File: config.mk
export PLATFORM = sky130hd
export DESIGN_NAME = rom_port_arbiter
export DESIGN_NICKNAME = d
export VERILOG_FILES = /design/src/rtl/rom_arb_pkg.sv /design/src/rtl/rom_arb_select.sv /design/src/rtl/rom_port_arbiter.sv
export SDC_FILE = /design/constraint.sdc
export NUM_CORES = 1
export LEC_CHECK = 0
export BUFFER_PORTS_ARGS = -buffer_cell sky130_fd_sc_hd__buf_2
export CAP_MARGIN = 10
export CORE_MARGIN = 3
export CORE_UTILIZATION = 34
export CTS_BUF_LIST = sky130_fd_sc_hd__clkbuf_8
export DETAILED_ROUTE_END_ITERATION = 6
export PLACE_DENSITY = 0.88
export REMOVE_ABC_BUFFERS = 1
export SLEW_MARGIN = 10
export SYNTH_ARGS = -nofsm -noshare
export SYNTH_HDL_FRONTEND = slang
export SYNTH_SLANG_ARGS = --single-unit
File: constraint.sdc
create_clock -name clk -period 5 [get_ports clk]
set_input_delay 1 -clock clk [delete_from_list [all_inputs] [get_ports clk]]
set_output_delay 1 -clock clk [all_outputs]
set_load 0.05 [all_outputs]
File: src/rtl/rom_arb_pkg.sv
// Shared types and default sizes for the program-ROM port arbiter.
package rom_arb_pkg;

    localparam int DEF_ADDR_WIDTH = 12;
    localparam int DEF_DATA_WIDTH = 32;
    localparam int DEF_MAX_WAIT   = 4;

    typedef enum logic [1:0] {
        OWN_NONE = 2'b00,
        OWN_IF   = 2'b01,
        OWN_DL   = 2'b10
    } owner_e;

endpackage

File: src/rtl/rom_arb_select.sv
// Combinational grant selection between instruction fetch (IF) and data load (DL).
// ROM_ARB_RR_EN selects round-robin on contention instead of DL priority with IF starvation override.
module rom_arb_select #(
    parameter int MAX_WAIT = 4
) (
    input  logic       if_req,
    input  logic       dl_req,
`ifdef ROM_ARB_RR_EN
    input  logic       last_if,
`else
    input  logic [3:0] wait_cnt,
`endif
    output logic       if_win,
    output logic       dl_win
);

    // Pick at most one winner per cycle
    always_comb begin
        if_win = 1'b0;
        dl_win = 1'b0;
        if (if_req && dl_req) begin
`ifdef ROM_ARB_RR_EN
            // The port that did not win last time goes first
            if (last_if) begin
                dl_win = 1'b1;
            end else begin
                if_win = 1'b1;
            end
`else
            if (wait_cnt == 4'(MAX_WAIT)) begin
                if_win = 1'b1;
            end else begin
                dl_win = 1'b1;
            end
`endif
        end else if (if_req) begin
            if_win = 1'b1;
        end else if (dl_req) begin
            dl_win = 1'b1;
        end else begin
            if_win = 1'b0;
            dl_win = 1'b0;
        end
    end

endmodule

File: src/rtl/rom_port_arbiter.sv
// Shares one synchronous-read program ROM between the IF and DL ports, tagging each access
// so the word returned a cycle later is steered to its owner. Optional macro: ROM_ARB_RR_EN.
module rom_port_arbiter
    import rom_arb_pkg::*;
#(
    parameter int DATA_WIDTH = DEF_DATA_WIDTH,
    parameter int ADDR_WIDTH = DEF_ADDR_WIDTH,
    parameter int MAX_WAIT   = DEF_MAX_WAIT
) (
    input  logic                  clk,
    input  logic                  reset,
    input  logic                  if_req,
    input  logic [ADDR_WIDTH-1:0] if_addr,
    output logic                  if_gnt,
    output logic                  if_rvalid,
    output logic [DATA_WIDTH-1:0] if_rdata,
    input  logic                  dl_req,
    input  logic [ADDR_WIDTH-1:0] dl_addr,
    output logic                  dl_gnt,
    output logic                  dl_rvalid,
    output logic [DATA_WIDTH-1:0] dl_rdata,
    output logic [ADDR_WIDTH-1:0] rom_addr,
    input  logic [DATA_WIDTH-1:0] rom_q
);

    logic   if_win_s;
    logic   dl_win_s;
    owner_e owner_r;
    owner_e owner_nxt_s;

`ifdef ROM_ARB_RR_EN
    logic last_if_r;

    rom_arb_select #(.MAX_WAIT(MAX_WAIT)) u_select (
        .if_req  (if_req),
        .dl_req  (dl_req),
        .last_if (last_if_r),
        .if_win  (if_win_s),
        .dl_win  (dl_win_s)
    );

    // Remember which port was granted most recently
    always_ff @(posedge clk or negedge reset) begin
        if (!reset) begin
            last_if_r <= 1'b1;
        end else if (if_gnt) begin
            last_if_r <= 1'b1;
        end else if (dl_gnt) begin
            last_if_r <= 1'b0;
        end
    end
`else
    logic [3:0] wait_cnt_r;
    logic [3:0] wait_cnt_nxt_s;

    rom_arb_select #(.MAX_WAIT(MAX_WAIT)) u_select (
        .if_req   (if_req),
        .dl_req   (dl_req),
        .wait_cnt (wait_cnt_r),
        .if_win   (if_win_s),
        .dl_win   (dl_win_s)
    );

    // Count consecutive cycles IF is denied, saturating at MAX_WAIT
    always_comb begin
        wait_cnt_nxt_s = 4'd0;
        if (if_req && !if_gnt) begin
            if (wait_cnt_r == 4'(MAX_WAIT)) begin
                wait_cnt_nxt_s = wait_cnt_r;
            end else begin
                wait_cnt_nxt_s = wait_cnt_r + 4'd1;
            end
        end else begin
            wait_cnt_nxt_s = 4'd0;
        end
    end

    // Starvation counter register
    always_ff @(posedge clk or negedge reset) begin
        if (!reset) begin
            wait_cnt_r <= 4'd0;
        end else begin
            wait_cnt_r <= wait_cnt_nxt_s;
        end
    end
`endif

    // Grants are suppressed while reset is held so nothing is issued to the ROM
    assign if_gnt   = if_win_s & reset;
    assign dl_gnt   = dl_win_s & reset;
    assign rom_addr = dl_gnt ? dl_addr : if_addr;

    // Tag for the access the ROM is serving next cycle
    always_comb begin
        owner_nxt_s = OWN_NONE;
        if (if_gnt) begin
            owner_nxt_s = OWN_IF;
        end else if (dl_gnt) begin
            owner_nxt_s = OWN_DL;
        end else begin
            owner_nxt_s = OWN_NONE;
        end
    end

    // Owner tag register; reset drops any response in flight
    always_ff @(posedge clk or negedge reset) begin
        if (!reset) begin
            owner_r <= OWN_NONE;
        end else begin
            owner_r <= owner_nxt_s;
        end
    end

    assign if_rvalid = (owner_r == OWN_IF);
    assign dl_rvalid = (owner_r == OWN_DL);
    assign if_rdata  = rom_q;
    assign dl_rdata  = rom_q;

endmodule

# == Word-level counts from Yosys, hierarchy flattened ==
# Index checks and enable logic that the tools add are counted.
# word_totals
in_bits,60
ram_bits,0
wordCells,24
mem_count,0
mem_bits_ro,0
regBits,6
latch_bits,0
# op_classes
bitwise_logic,2
n_addsub,1
n_lt_le_gt_ge,0
reduce_logical,3
div,0
n_mul,0
eq_ne,4
shift,0
muxes,12
# op_table
op,count
12-bit 2-to-1 mux,1
4-bit 2-to-1 mux,2
1-bit 2-to-1 mux,7
"4-bit by 1-bit adder with 4-bit output, second input constant",1
"4-bit by 3-bit equality test with 1-bit output, second input constant",1
2-bit 2-to-1 mux,2
1-bit AND,2
"2-bit by 1-bit equality test with 1-bit output, second input constant",1
"2-bit equality test, second input constant",1
1-bit logical AND,2
"2-bit != test, second input constant",1
1-bit logical NOT,1

# == Logic depth before layout (Yosys ltp) ==
# Gate-level depths: netlist (run 1).
# depth
word_depth,7
mapped_depth,6
mapped_depth_nobuf,5

# == Cells and area by module ==
# From an unflattened synthesis (run 1), not the netlist that was laid out.
# unflattened
hier_cells,112
hier_area_um2,1004.7
# by_module_without_submodules
module,n_inst,area_each_um2,cells_each,seq_area_each_um2
rom_port_arbiter,1,964.7,108,150.1
rom_arb_select,1,40.0,4,0.0

# == Least setup slack after synthesis (run 1) ==
# Ideal clock, no wire load.
# synth_timing
kind,input port to output port
start,input if_req
end,output rom_addr[10]
slack_ns,2.110
t_required_ns,4.000
path_buffers,2
path_stages,4
arrival_ns,1.890
cell_sequence,buf_6 -> a21oi_4 -> buf_12 -> mux2_4
# synth_via
elab_chain_len,4
word_cells_on_any_way,5
# synth_lines
element,line_no,rtl
from (decl),rom_port_arbiter.sv:12,"input logic if_req,"
1-bit 2-to-1 mux or 1-bit logical AND (tied branches),"rom_arb_select.sv:36, rom_arb_select.sv:21",
1-bit 2-to-1 mux (*),rom_arb_select.sv:21,if (if_req && dl_req) begin
1-bit AND (*),rom_port_arbiter.sv:90,assign dl_gnt = dl_win_s & reset;
named net dl_gnt,rom_port_arbiter.sv:19,"output logic dl_gnt,"
12-bit 2-to-1 mux (*),rom_port_arbiter.sv:91,assign rom_addr = dl_gnt ? dl_addr : if_addr;
to (decl),rom_port_arbiter.sv:22,"output logic [ADDR_WIDTH-1:0] rom_addr,"
# Mark *: on every way through the listed nets, which the timed path passes. The rest lies on a longest branch.

# == Worst setup path in the final report (run 1) ==
# layout_timing
start,input reset
end,output rom_addr[11]
# layout_via
elab_chain_len,2
# layout_lines
element,line_no,rtl
from (decl),rom_port_arbiter.sv:11,"input logic reset,"
1-bit AND,rom_port_arbiter.sv:90,
12-bit 2-to-1 mux,rom_port_arbiter.sv:91,
# Every way passes these cells.

==> results of run 1 <==
==> per-layer routing <==
metal | vias to the layer above | GRT usage, % | share of wire [%] | routed length [um]
met4 | 0 | 4.334 | 1.1 | 42
met1 | 301 | 16.24 | 27 | 1096
met3 | 2 | 28.30 | 28 | 1119
li1 | 260 | - | - | -
met2 | 104 | 28.70 | 44 | 1741
met5 | - | 0 | 0 | 0
==> flip-flops by register name, indices dropped and copies added, names as in the netlist <==
| register | cells |
|---|---|
| owner_r | 2 |
| wait_cnt_r | 4 |
==> power by group through the flow <==
stage | clock network [mW] | logic [mW] | registers, mW
after global routing | 0.0754 | 0.0898 | 0.0559
after CTS | 0.0727 | 0.0851 | 0.0555
after detailed placement | 0 | 0.0850 | 0.0561
after floorplan | 0 | 0.0621 | 0.0550
after global placement | 0 | 0.0833 | 0.0556
final | 0.0715 | 0.0847 | 0.0556
==> worst register-to-register path, cell delays in order, from the launching register on <==
cell	delay (ns)
dfrtp_1	0.39
inv_1	0.11
ha_1	0.18
nand3b_1	0.20
nor4b_1	0.35
a41o_1	0.13
==> cell type report <==
class                      count  area (um2)  area share, %
clock buffer                   3       41.29          5.100
inverter                       2       7.507         0.9274
timing repair buffer          43       215.2          26.58
multi-input combinational     37       356.6          44.05
tap                           31       38.79          4.791
sequential                     6       150.1          18.55
==> logic make-up (layout without fill, tap and decap cells) <==
family / Yosys count / after routing / share of synthesized area [%]
AO/OA/AOI/OAI: 5 / 5 / 4.024
buffers and inverters: 68 / 48 / 50.61
adder cells (fa/ha/maj): 2 / 2 / 2.439
XOR/XNOR: 2 / 2 / 1.708
flip-flops: 6 / 6 / 14.63
AND/OR/NAND/NOR: 16 / 16 / 10.12
multiplexers: 12 / 12 / 16.46
==> placed cells by master (no fill, tap or decap), drive strengths merged, types with 2 or more instances in the layout <==
cell	netlist	layout
nand3	3	3
buf	66	43
mux2	12	12
nor2b	2	2
inv	2	2
clkbuf	0	3
nand2	2	2
ha	2	2
nand4b	2	2
a21oi	3	3
xor2	2	2
dfrtp	6	6
==> per-stage QoR <==
step	cells	cell area (um2)	utilization [%]	setup WS, ns	power, mW
after floorplan	45	514.2	-	1.795	0.1171
after CTS	122	809.5	28.86	1.562	0.2133
after detailed placement	119	768.2	27.39	1.566	0.1411
after global routing	122	809.5	28.86	1.462	0.2212
final	122	809.5	28.86	1.559	0.2118
after global placement	119	768.2	27.39	1.603	0.1390
==> final timing paths <==
check | from | slack (ns) | depth (start not counted) | end
setup / recovery | reset | 1.56 | 5 | rom_addr[11]
hold / removal | wait_cnt_r[3] | 0.58 | 2 | wait_cnt_r[3]
setup reg to reg | wait_cnt_r[0] | 3.57 | 5 | wait_cnt_r[0]
hold reg to reg | wait_cnt_r[3] | 0.58 | 2 | wait_cnt_r[3]
max in group asynchronous | reset | 4.15 | 1 | wait_cnt_r[0]
min in group asynchronous | reset | 0.64 | 1 | wait_cnt_r[3]
==> impl_metrics.env, run 1 <==
export IMPL_finalHoldViolCount=0
export IMPL_slowest_stage="a21oi_4"
export IMPL_rsz0062_at_grt="no"
export IMPL_fin_worst_skew_ns=0.0003330
export IMPL_synth_ff_type="dfrtp_1"
export IMPL_dr_pass1_iters=4
export IMPL_vias_per_cell=5.467
export IMPL_ctsHoldBuffers=0
export IMPL_slew_violations=0
export IMPL_wl_um=4000
export IMPL_cts_sinks=6
export IMPL_grt_antenna_before_repair=0
export IMPL_grt_overflow=0
export IMPL_syn_inst=111
export IMPL_synth_cell_type_count=24
export IMPL_cts_inserted_buffers=3
export IMPL_power_frac_clock_pct=33.8
export IMPL_antenna_cells=0
export IMPL_power_switching_uw=77.17
export IMPL_critical_path_required_ns=4.00
export IMPL_p_sw_share_pct=36.44
export IMPL_cpPeakStageDelay_ns=0.45
export IMPL_max_cap_violations=0
export IMPL_cp_num_buf_inv=2
export IMPL_drtIter0Drc=14
export IMPL_hpwl_um=3553
export IMPL_gr_usage_all_layers_pct=20.08
export IMPL_peakVddDrop_mv=0.05631
export IMPL_clock_path_buffers=2
export IMPL_post_cts_buffers=0
export IMPL_initial_utilization_pct=36.57
export IMPL_cts_tree="built"
export IMPL_vias=667
export IMPL_h_tree_depth=1
export IMPL_port_buffers=43
export IMPL_antenna_left=0
export IMPL_drc=0
export IMPL_yosys_register_bits=6
export IMPL_grt_max_degree=14
export IMPL_synth_top_area_share_pct=46.83
export IMPL_status="complete, no violations"
export IMPL_yosysWarnings=0
export IMPL_ys_seq_area_share_pct=14.63
export IMPL_synth_most_common_cell="buf_4"
export IMPL_core_um2=2805
export IMPL_die_area_um2=3712
export IMPL_worstSkewPairLatency_ns=0.22
export IMPL_comb_power_share_pct=40.0
export IMPL_async_flop_share_pct=100.0
export IMPL_finalCriticalPeriod_ns=3.441
export IMPL_leakage_nw=0.4429
export IMPL_cts_resized=0
export IMPL_boundaryPins=140
export IMPL_hp_class="flip-flop to flip-flop"
export IMPL_p_seq_share_pct=26.3
export IMPL_nFillCells=304
export IMPL_cp_common_cell="buf_2"
export IMPL_avgSynthCellArea_um2=9.243
export IMPL_crit_chain="buf_2, nand2_1, a21oi_4, mux2_2, buf_2"
export IMPL_grt_pass1_wl_um=4733
export IMPL_ys_top_cells_by_area="buf_4 47%, dfrtp_1 15%, mux2_4 13%, mux2_2 3.3%, ha_1 2.4%"
export IMPL_synthTopCellsByCount="64 x buf_4, 9 x mux2_4, 6 x dfrtp_1, 3 x mux2_2, 3 x nand3_1"
export IMPL_die_height_um=60.93
export IMPL_yosysTopAreaCell="buf_4"
export IMPL_drive_gt1_share_pct=65.93
export IMPL_synth_edf_count=0
export IMPL_clk_pin_slew_ns=0.04
export IMPL_gp_congestion=0.9092
export IMPL_area_growth_pct=-21.10
export IMPL_rows=19
export IMPL_p_per_area_nw_per_um2=261.6
export IMPL_start_kind="primary input"
export IMPL_hold_ws_ns=0.5838
export IMPL_syn_area_um2=1026
export IMPL_fmax_ghz=0.2907
export IMPL_fin_tns_setup_ns=0
export IMPL_finalCritPeriodShare_pct=68.81
export IMPL_setup_viol=0
export IMPL_routedWlPerCell_um=32.79
export IMPL_tightest_slew_ns=0.5201
export IMPL_arrival_ns=2.44
export IMPL_cp_max_fo=13
export IMPL_final_nets=155
export IMPL_criticalPathCategory="primary input to output pin"
export IMPL_root_buffer="clkbuf_8"
export IMPL_cp_top_family="compound AO/OA/AOI/OAI gates"
export IMPL_relSlewSlack_pct=65.25
export IMPL_internal_power_uw=134.6
export IMPL_critPathCaptureType="output pin"
export IMPL_die_w_um=60.93
export IMPL_grt_pass1_vias=579
Power figures use the tool's default switching activity.
==> run 2, diff against run 1 <==
--- a/config.mk
+++ b/config.mk
@@ -8,10 +8,10 @@
 export BUFFER_PORTS_ARGS = -buffer_cell sky130_fd_sc_hd__buf_2
 export CAP_MARGIN = 10
 export CORE_MARGIN = 3
-export CORE_UTILIZATION = 34
+export CORE_UTILIZATION = 29
 export CTS_BUF_LIST = sky130_fd_sc_hd__clkbuf_8
 export DETAILED_ROUTE_END_ITERATION = 6
-export PLACE_DENSITY = 0.88
+export PLACE_DENSITY = 0.79
 export REMOVE_ABC_BUFFERS = 1
 export SLEW_MARGIN = 10
 export SYNTH_ARGS = -nofsm -noshare
==> constraint.sdc (replaced) <==
create_clock -name clk -period 2.8 [get_ports clk]
set_input_delay 0.56 -clock clk [delete_from_list [all_inputs] [get_ports clk]]
set_output_delay 0.56 -clock clk [all_outputs]
set_load 0.05 [all_outputs]
==> run 2 against run 1 <==
Effect of this change: power up 82%; first-iteration DRC count rose to 2.7 times the previous value; non-clock buffer count up 2; cell area up 3.9%; largest cell class unchanged; critical path depth up 1; clock skew up 0.00071 ns; sequential power up 77%; highest routed layer unchanged; global-route usage down 1.8 points; sequential cell count unchanged; count of clock-buffer cells in the layout unchanged; hold slack worse by 0.32 ns; routed wire length down 0.35%.
==> impl_metrics.env, run 2 (same netlist as run 1, synthesis figures left out) <==
export IMPL_post_cts_buffers=0
export IMPL_drtIter0Drc=38
export IMPL_gp_congestion=0.8389
export IMPL_cts_sinks=6
export IMPL_core_um2=3203
export IMPL_ctsHoldBuffers=0
export IMPL_finalCritPeriodShare_pct=95.95
export IMPL_hp_class="primary input to asynchronous set/reset pin"
export IMPL_wl_um=3986
export IMPL_postLayoutCoreUtil_pct=26.25
export IMPL_clk_pin_slew_ns=0.04
export IMPL_top_register="wait_cnt_r"
export IMPL_h_tree_depth=1
export IMPL_cts_tree="built"
export IMPL_grt_pass1_vias=642
export IMPL_grt_antenna_before_repair=0
export IMPL_port_buffers=43
export IMPL_drive_gt1_share_pct=66.67
export IMPL_layout_cells_non_filler=137
export IMPL_hpwl_um=3520
export IMPL_nFillCells=374
export IMPL_rows=20
export IMPL_finalCriticalPeriod_ns=2.687
export IMPL_fin_area_um2=840.8
export IMPL_antenna_left=0
export IMPL_reg_top3="wait_cnt_r: 4 flops, owner_r: 2 flops"
export IMPL_die_w_um=65.48
export IMPL_dr_pass1_iters=6
export IMPL_max_cap_violations=0
export IMPL_cp_max_fo=13
export IMPL_finalHoldViolCount=0
export IMPL_fmax_ghz=0.3722
export IMPL_clock_path_buffers=2
export IMPL_place_area_um2=799.5
export IMPL_die_height_um=65.48
export IMPL_fin_tns_setup_ns=0
export IMPL_cts_inserted_buffers=3
export IMPL_rsz0062_at_grt="no"
export IMPL_setup_viol=0
export IMPL_final_common_cell="buf_2"
export IMPL_critPathCaptureType="output pin"
export IMPL_final_cell_mix="43 x buf_2, 9 x mux2_4, 6 x dfrtp_1"
export IMPL_cpPeakStageDelay_ns=0.45
export IMPL_slew_violations=0
export IMPL_vias_per_cell=4.942
export IMPL_cp_num_buf_inv=2
export IMPL_critical_path_required_ns=2.24
export IMPL_relSlewSlack_pct=65.23
export IMPL_cp_top_family="compound AO/OA/AOI/OAI gates"
export IMPL_boundaryPins=140
export IMPL_slowest_stage="a21oi_4"
export IMPL_crit_chain="inv_1, ha_1, and3b_4, a21oi_4, mux2_2, buf_2"
export IMPL_grt_max_degree=14
export IMPL_leakage_nw=0.4528
export IMPL_arrival_ns=2.13
export IMPL_tightest_slew_ns=0.5204
export IMPL_grt_pass1_wl_um=5250
export IMPL_status="complete, no violations"
export IMPL_worstSkewPairLatency_ns=0.22
export IMPL_root_buffer="clkbuf_8"
export IMPL_area_growth_pct=-18.05
export IMPL_die_area_um2=4288
export IMPL_largest_reg_flops=4
export IMPL_fin_total_pwr_uw=386.0
export IMPL_criticalPathCategory="flip-flop to output pin"
export IMPL_p_per_area_nw_per_um2=459.1
export IMPL_drc=0
export IMPL_routedWlPerCell_um=29.09
export IMPL_cts_resized=0
export IMPL_final_nets=157
export IMPL_vias=677
export IMPL_dp_cells=134
export IMPL_start_kind="flip-flop"
export IMPL_initial_utilization_pct=32.03
export IMPL_fin_worst_skew_ns=0.001042
export IMPL_grt_overflow=0
export IMPL_peakVddDrop_mv=0.09937
export IMPL_antenna_cells=0
export IMPL_gr_usage_all_layers_pct=18.28
==> run 2: power breakdown <==
group / leakage [nW] / switching (mW) / internal [mW]
Sequential: 0.0802 / 0.00509 / 0.0932
Clock: 0.0216 / 0.0415 / 0.0928
Combinational: 0.351 / 0.0968 / 0.0567
==> run 2: cell type report <==
cell class                 instances  area [um2]  area share, %
multi-input combinational         37       356.6          42.41
timing repair buffer              45       230.2          27.38
sequential                         6       150.1          17.86
tap                               44       55.05          6.548
clock buffer                       3       41.29          4.911
inverter                           2       7.507         0.8929
==> run 2: worst paths after layout <==
path	cells after the start	slack (ns)	startpoint	to
setup / recovery	6	0.11	wait_cnt_r[0]	rom_addr[0]
hold / removal	2	0.26	reset	wait_cnt_r[2]
setup reg to reg	5	1.43	wait_cnt_r[0]	wait_cnt_r[0]
hold reg to reg	2	0.58	wait_cnt_r[3]	wait_cnt_r[3]
max in group asynchronous	2	2.40	reset	wait_cnt_r[1]
min in group clk	2	0.58	wait_cnt_r[3]	wait_cnt_r[3]
==> run 2: through the flow <==
| stage | worst slack (ns) | hold WS (ns) |
|---|---|---|
| after global placement | 0.3513 | 0.4989 |
| after detailed placement | 0.3151 | 0.4979 |
| after CTS | 0.08177 | 0.2588 |
| after global routing | 0.006502 | 0.2741 |
| after floorplan | 0.2842 | 0.2644 |
| final | 0.1135 | 0.2637 |
==> run 2: routing by layer <==
metal	vias to the layer above	part of all wire, %	track usage, %	wire (um)
li1	264	-	-	-
met1	287	29	16.44	1168
met2	124	42	25.28	1657
met3	2	29	22.22	1148
met4	0	0.30	4.922	12
met5	-	0	5.556	0
==> run 3, diff against run 2 <==
--- a/config.mk
+++ b/config.mk
@@ -8,12 +8,13 @@
 export BUFFER_PORTS_ARGS = -buffer_cell sky130_fd_sc_hd__buf_2
 export CAP_MARGIN = 10
 export CORE_MARGIN = 3
-export CORE_UTILIZATION = 29
+export CORE_UTILIZATION = 28
 export CTS_BUF_LIST = sky130_fd_sc_hd__clkbuf_8
 export DETAILED_ROUTE_END_ITERATION = 6
-export PLACE_DENSITY = 0.79
+export PLACE_DENSITY = 0.78
 export REMOVE_ABC_BUFFERS = 1
 export SLEW_MARGIN = 10
 export SYNTH_ARGS = -nofsm -noshare
 export SYNTH_HDL_FRONTEND = slang
+export SYNTH_HIERARCHICAL = 1
 export SYNTH_SLANG_ARGS = --single-unit
==> run 3 against run 2 <==
Effect of this change: sequential share of layout area is 0.30 points higher; register-to-register slack got worse by 0.04 ns; clock skew grew 0.00084 ns; worst setup slack better by 0.12 ns; core utilization decreased by 1.8 points; power decreased by 0.96%; cell count increased by 1.5%; first-iteration DRC count is 71% lower; critical path type unchanged; highest routed layer is now met5.
==> impl_metrics.env, run 3 <==
export IMPL_muxShareOfSynthArea_pct=18.43
export IMPL_arrival_ns=2.01
export IMPL_critPathCaptureType="output pin"
export IMPL_avgSynthCellArea_um2=8.971
export IMPL_max_cap_violations=0
export IMPL_die_w_um=65.90
export IMPL_ys_seq_area_share_pct=14.94
export IMPL_leakage_nw=0.4598
export IMPL_cts_resized=0
export IMPL_clk_pin_slew_ns=0.03
export IMPL_gp_congestion=0.7647
export IMPL_top_register="wait_cnt_r"
export IMPL_syn_inst=112
export IMPL_yosysTopAreaCell="buf_4"
export IMPL_initial_utilization_pct=29.64
export IMPL_synth_most_common_cell="buf_4"
export IMPL_crit_chain="nor4b_4, a21oi_1, nand2_2, mux2_2, buf_2"
export IMPL_largest_reg_flops=4
export IMPL_yosys_register_bits=6
export IMPL_die_height_um=65.90
export IMPL_fmax_ghz=0.3894
export IMPL_grt_pass1_vias=695
export IMPL_synth_cell_type_count=21
export IMPL_postLayoutCoreUtil_pct=24.40
export IMPL_slowest_stage="dfrtp_1"
export IMPL_synth_xor_area_share_pct=0.8717
export IMPL_drive_gt1_share_pct=66.67
export IMPL_clock_path_buffers=2
export IMPL_syn_area_um2=1005
export IMPL_async_flop_share_pct=100.0
export IMPL_tightest_slew_ns=0.3922
export IMPL_rr_startpoint="wait_cnt_r[1]"
export IMPL_critical_path_required_ns=2.24
export IMPL_setup_viol=0
export IMPL_criticalPathCategory="flip-flop to output pin"
export IMPL_reg_top3="wait_cnt_r: 4 flops, owner_r: 2 flops"
export IMPL_rows=21
export IMPL_synth_compound_area_share_pct=1.743
export IMPL_hold_ws_ns=0.1747
export IMPL_status="complete, no violations"
export IMPL_ys_top_cells_by_area="buf_4 48%, dfrtp_1 15%, mux2_4 12%, mux2_2 4.5%, ha_1 2.5%"
export IMPL_synth_fa_ha_area_share_pct=2.491
export IMPL_ctsHoldBuffers=0
export IMPL_core_um2=3390
export IMPL_cts_inserted_buffers=3
export IMPL_synth_ff_type="dfrtp_1"
export IMPL_reg2reg_depth=4
export IMPL_synth_top_area_share_pct=47.82
export IMPL_multi_input_area_um2=344.1
export IMPL_vias_per_cell=4.439
export IMPL_start_kind="flip-flop"
export IMPL_setup_ws_ns=0.2318
export IMPL_dp_worst_setup_slack_ns=0.4646
export IMPL_drtIter0Drc=11
export IMPL_gr_usage_all_layers_pct=19.44
export IMPL_slew_violations=0
export IMPL_synthTopCellsByCount="64 x buf_4, 8 x mux2_4, 6 x dfrtp_1, 6 x nor2_1, 5 x inv_1"
export IMPL_cp_top_family="simple AND/OR/NAND/NOR gates"
export IMPL_finalCriticalPeriod_ns=2.568
export IMPL_rsz0062_at_grt="no"
export IMPL_area_growth_pct=-17.68
export IMPL_grt_max_degree=15
export IMPL_routedWlPerCell_um=30.96
export IMPL_nFillCells=371
export IMPL_synth_edf_count=0
export IMPL_fin_area_um2=827.0
export IMPL_r2r_end="owner_r[1]"
export IMPL_final_nets=157
export IMPL_grt_pass1_wl_um=5402
export IMPL_final_common_cell="buf_2"
export IMPL_vias=617
export IMPL_wl_um=4303
export IMPL_worstSkewPairLatency_ns=0.22
export IMPL_die_area_um2=4343
export IMPL_antenna_left=0
export IMPL_hpwl_um=4031
export IMPL_grt_overflow=0
export IMPL_finalCritPeriodShare_pct=91.72
export IMPL_root_buffer="clkbuf_8"
export IMPL_synthSimpleGateAreaFrac_pct=10.71
export IMPL_boundaryPins=140
export IMPL_fin_tns_setup_ns=0
export IMPL_synth_top_family_by_area="buffers and inverters"
export IMPL_hp_class="primary input to asynchronous set/reset pin"
export IMPL_cp_num_buf_inv=1
export IMPL_post_cts_buffers=0
export IMPL_final_cell_mix="43 x buf_2, 8 x mux2_4, 6 x nor2_1, 6 x dfrtp_1, 5 x inv_1"
export IMPL_relSlewSlack_pct=73.76
export IMPL_yosysWarnings=6
export IMPL_port_buffers=43
export IMPL_finalHoldViolCount=0
export IMPL_p_per_area_nw_per_um2=462.2
export IMPL_fin_worst_skew_ns=0.001877
export IMPL_cts_tree="built"
export IMPL_drc=0
export IMPL_r2r_slack_ns=1.39
export IMPL_h_tree_depth=1
export IMPL_antenna_cells=0
export IMPL_place_area_um2=785.8
export IMPL_cp_max_fo=14
export IMPL_peakVddDrop_mv=0.1144
export IMPL_cpPeakStageDelay_ns=0.44
export IMPL_cts_sinks=6
export IMPL_grt_antenna_before_repair=0
export IMPL_seq_area_um2=150.1
export IMPL_dr_pass1_iters=2
[run 3: worst max path at each step]
stage,slack [ns],start,endpoint,cells past startpoint
after global placement,0.51,wait_cnt_r[1],rom_addr[10],5
after global routing,0.13,wait_cnt_r[1],rom_addr[10],5
final,0.23,wait_cnt_r[1],rom_addr[0],5
after detailed placement,0.46,wait_cnt_r[1],rom_addr[0],5
after floorplan,0.66,wait_cnt_r[1],rom_addr[0],4
after CTS,0.21,wait_cnt_r[1],rom_addr[0],5
[run 3: metal layers]
| metal | vias up | GRT usage [%] | wire length (um) |
|---|---|---|---|
| met1 | 241 | 13.07 | 1047 |
| met3 | 18 | 18.54 | 982 |
| met4 | 2 | 15.03 | 352 |
| met5 | - | 11.11 | 59 |
| li1 | 256 | - | - |
| met2 | 100 | 30.79 | 1861 |
[run 3: area by class of cell]
type / count / share of cell area [%]
clock buffers: 3 / 4.992
inverters: 5 / 2.269
multi-input cells: 36 / 41.60
flip-flops and latches: 6 / 18.15
well taps: 46 / 6.959
repair buffers: 43 / 26.02
[run 3: cells by family after synthesis]
| kind of cell | after synthesis |
|---|---|
| AOI/OAI and AO/OA | 3 |
| xor gates and xnor gates | 1 |
| adders and majority gates | 2 |
| buffers and inverters | 70 |
| DFF | 6 |
| muxes | 14 |
| and+or+nand+nor | 16 |
[run 3: metrics by stage]
step | power (mW) | std cells
CTS | 0.3884 | 139
floorplan | 0.2132 | 47
detailed placement | 0.2580 | 136
global route | 0.4033 | 139
finish | 0.3823 | 139
global placement | 0.2560 | 136
[run 3: report_power, final]
part           switching, mW  internal [mW]
registers            0.00897         0.0931
logic                 0.0978         0.0568
clock network         0.0336         0.0920
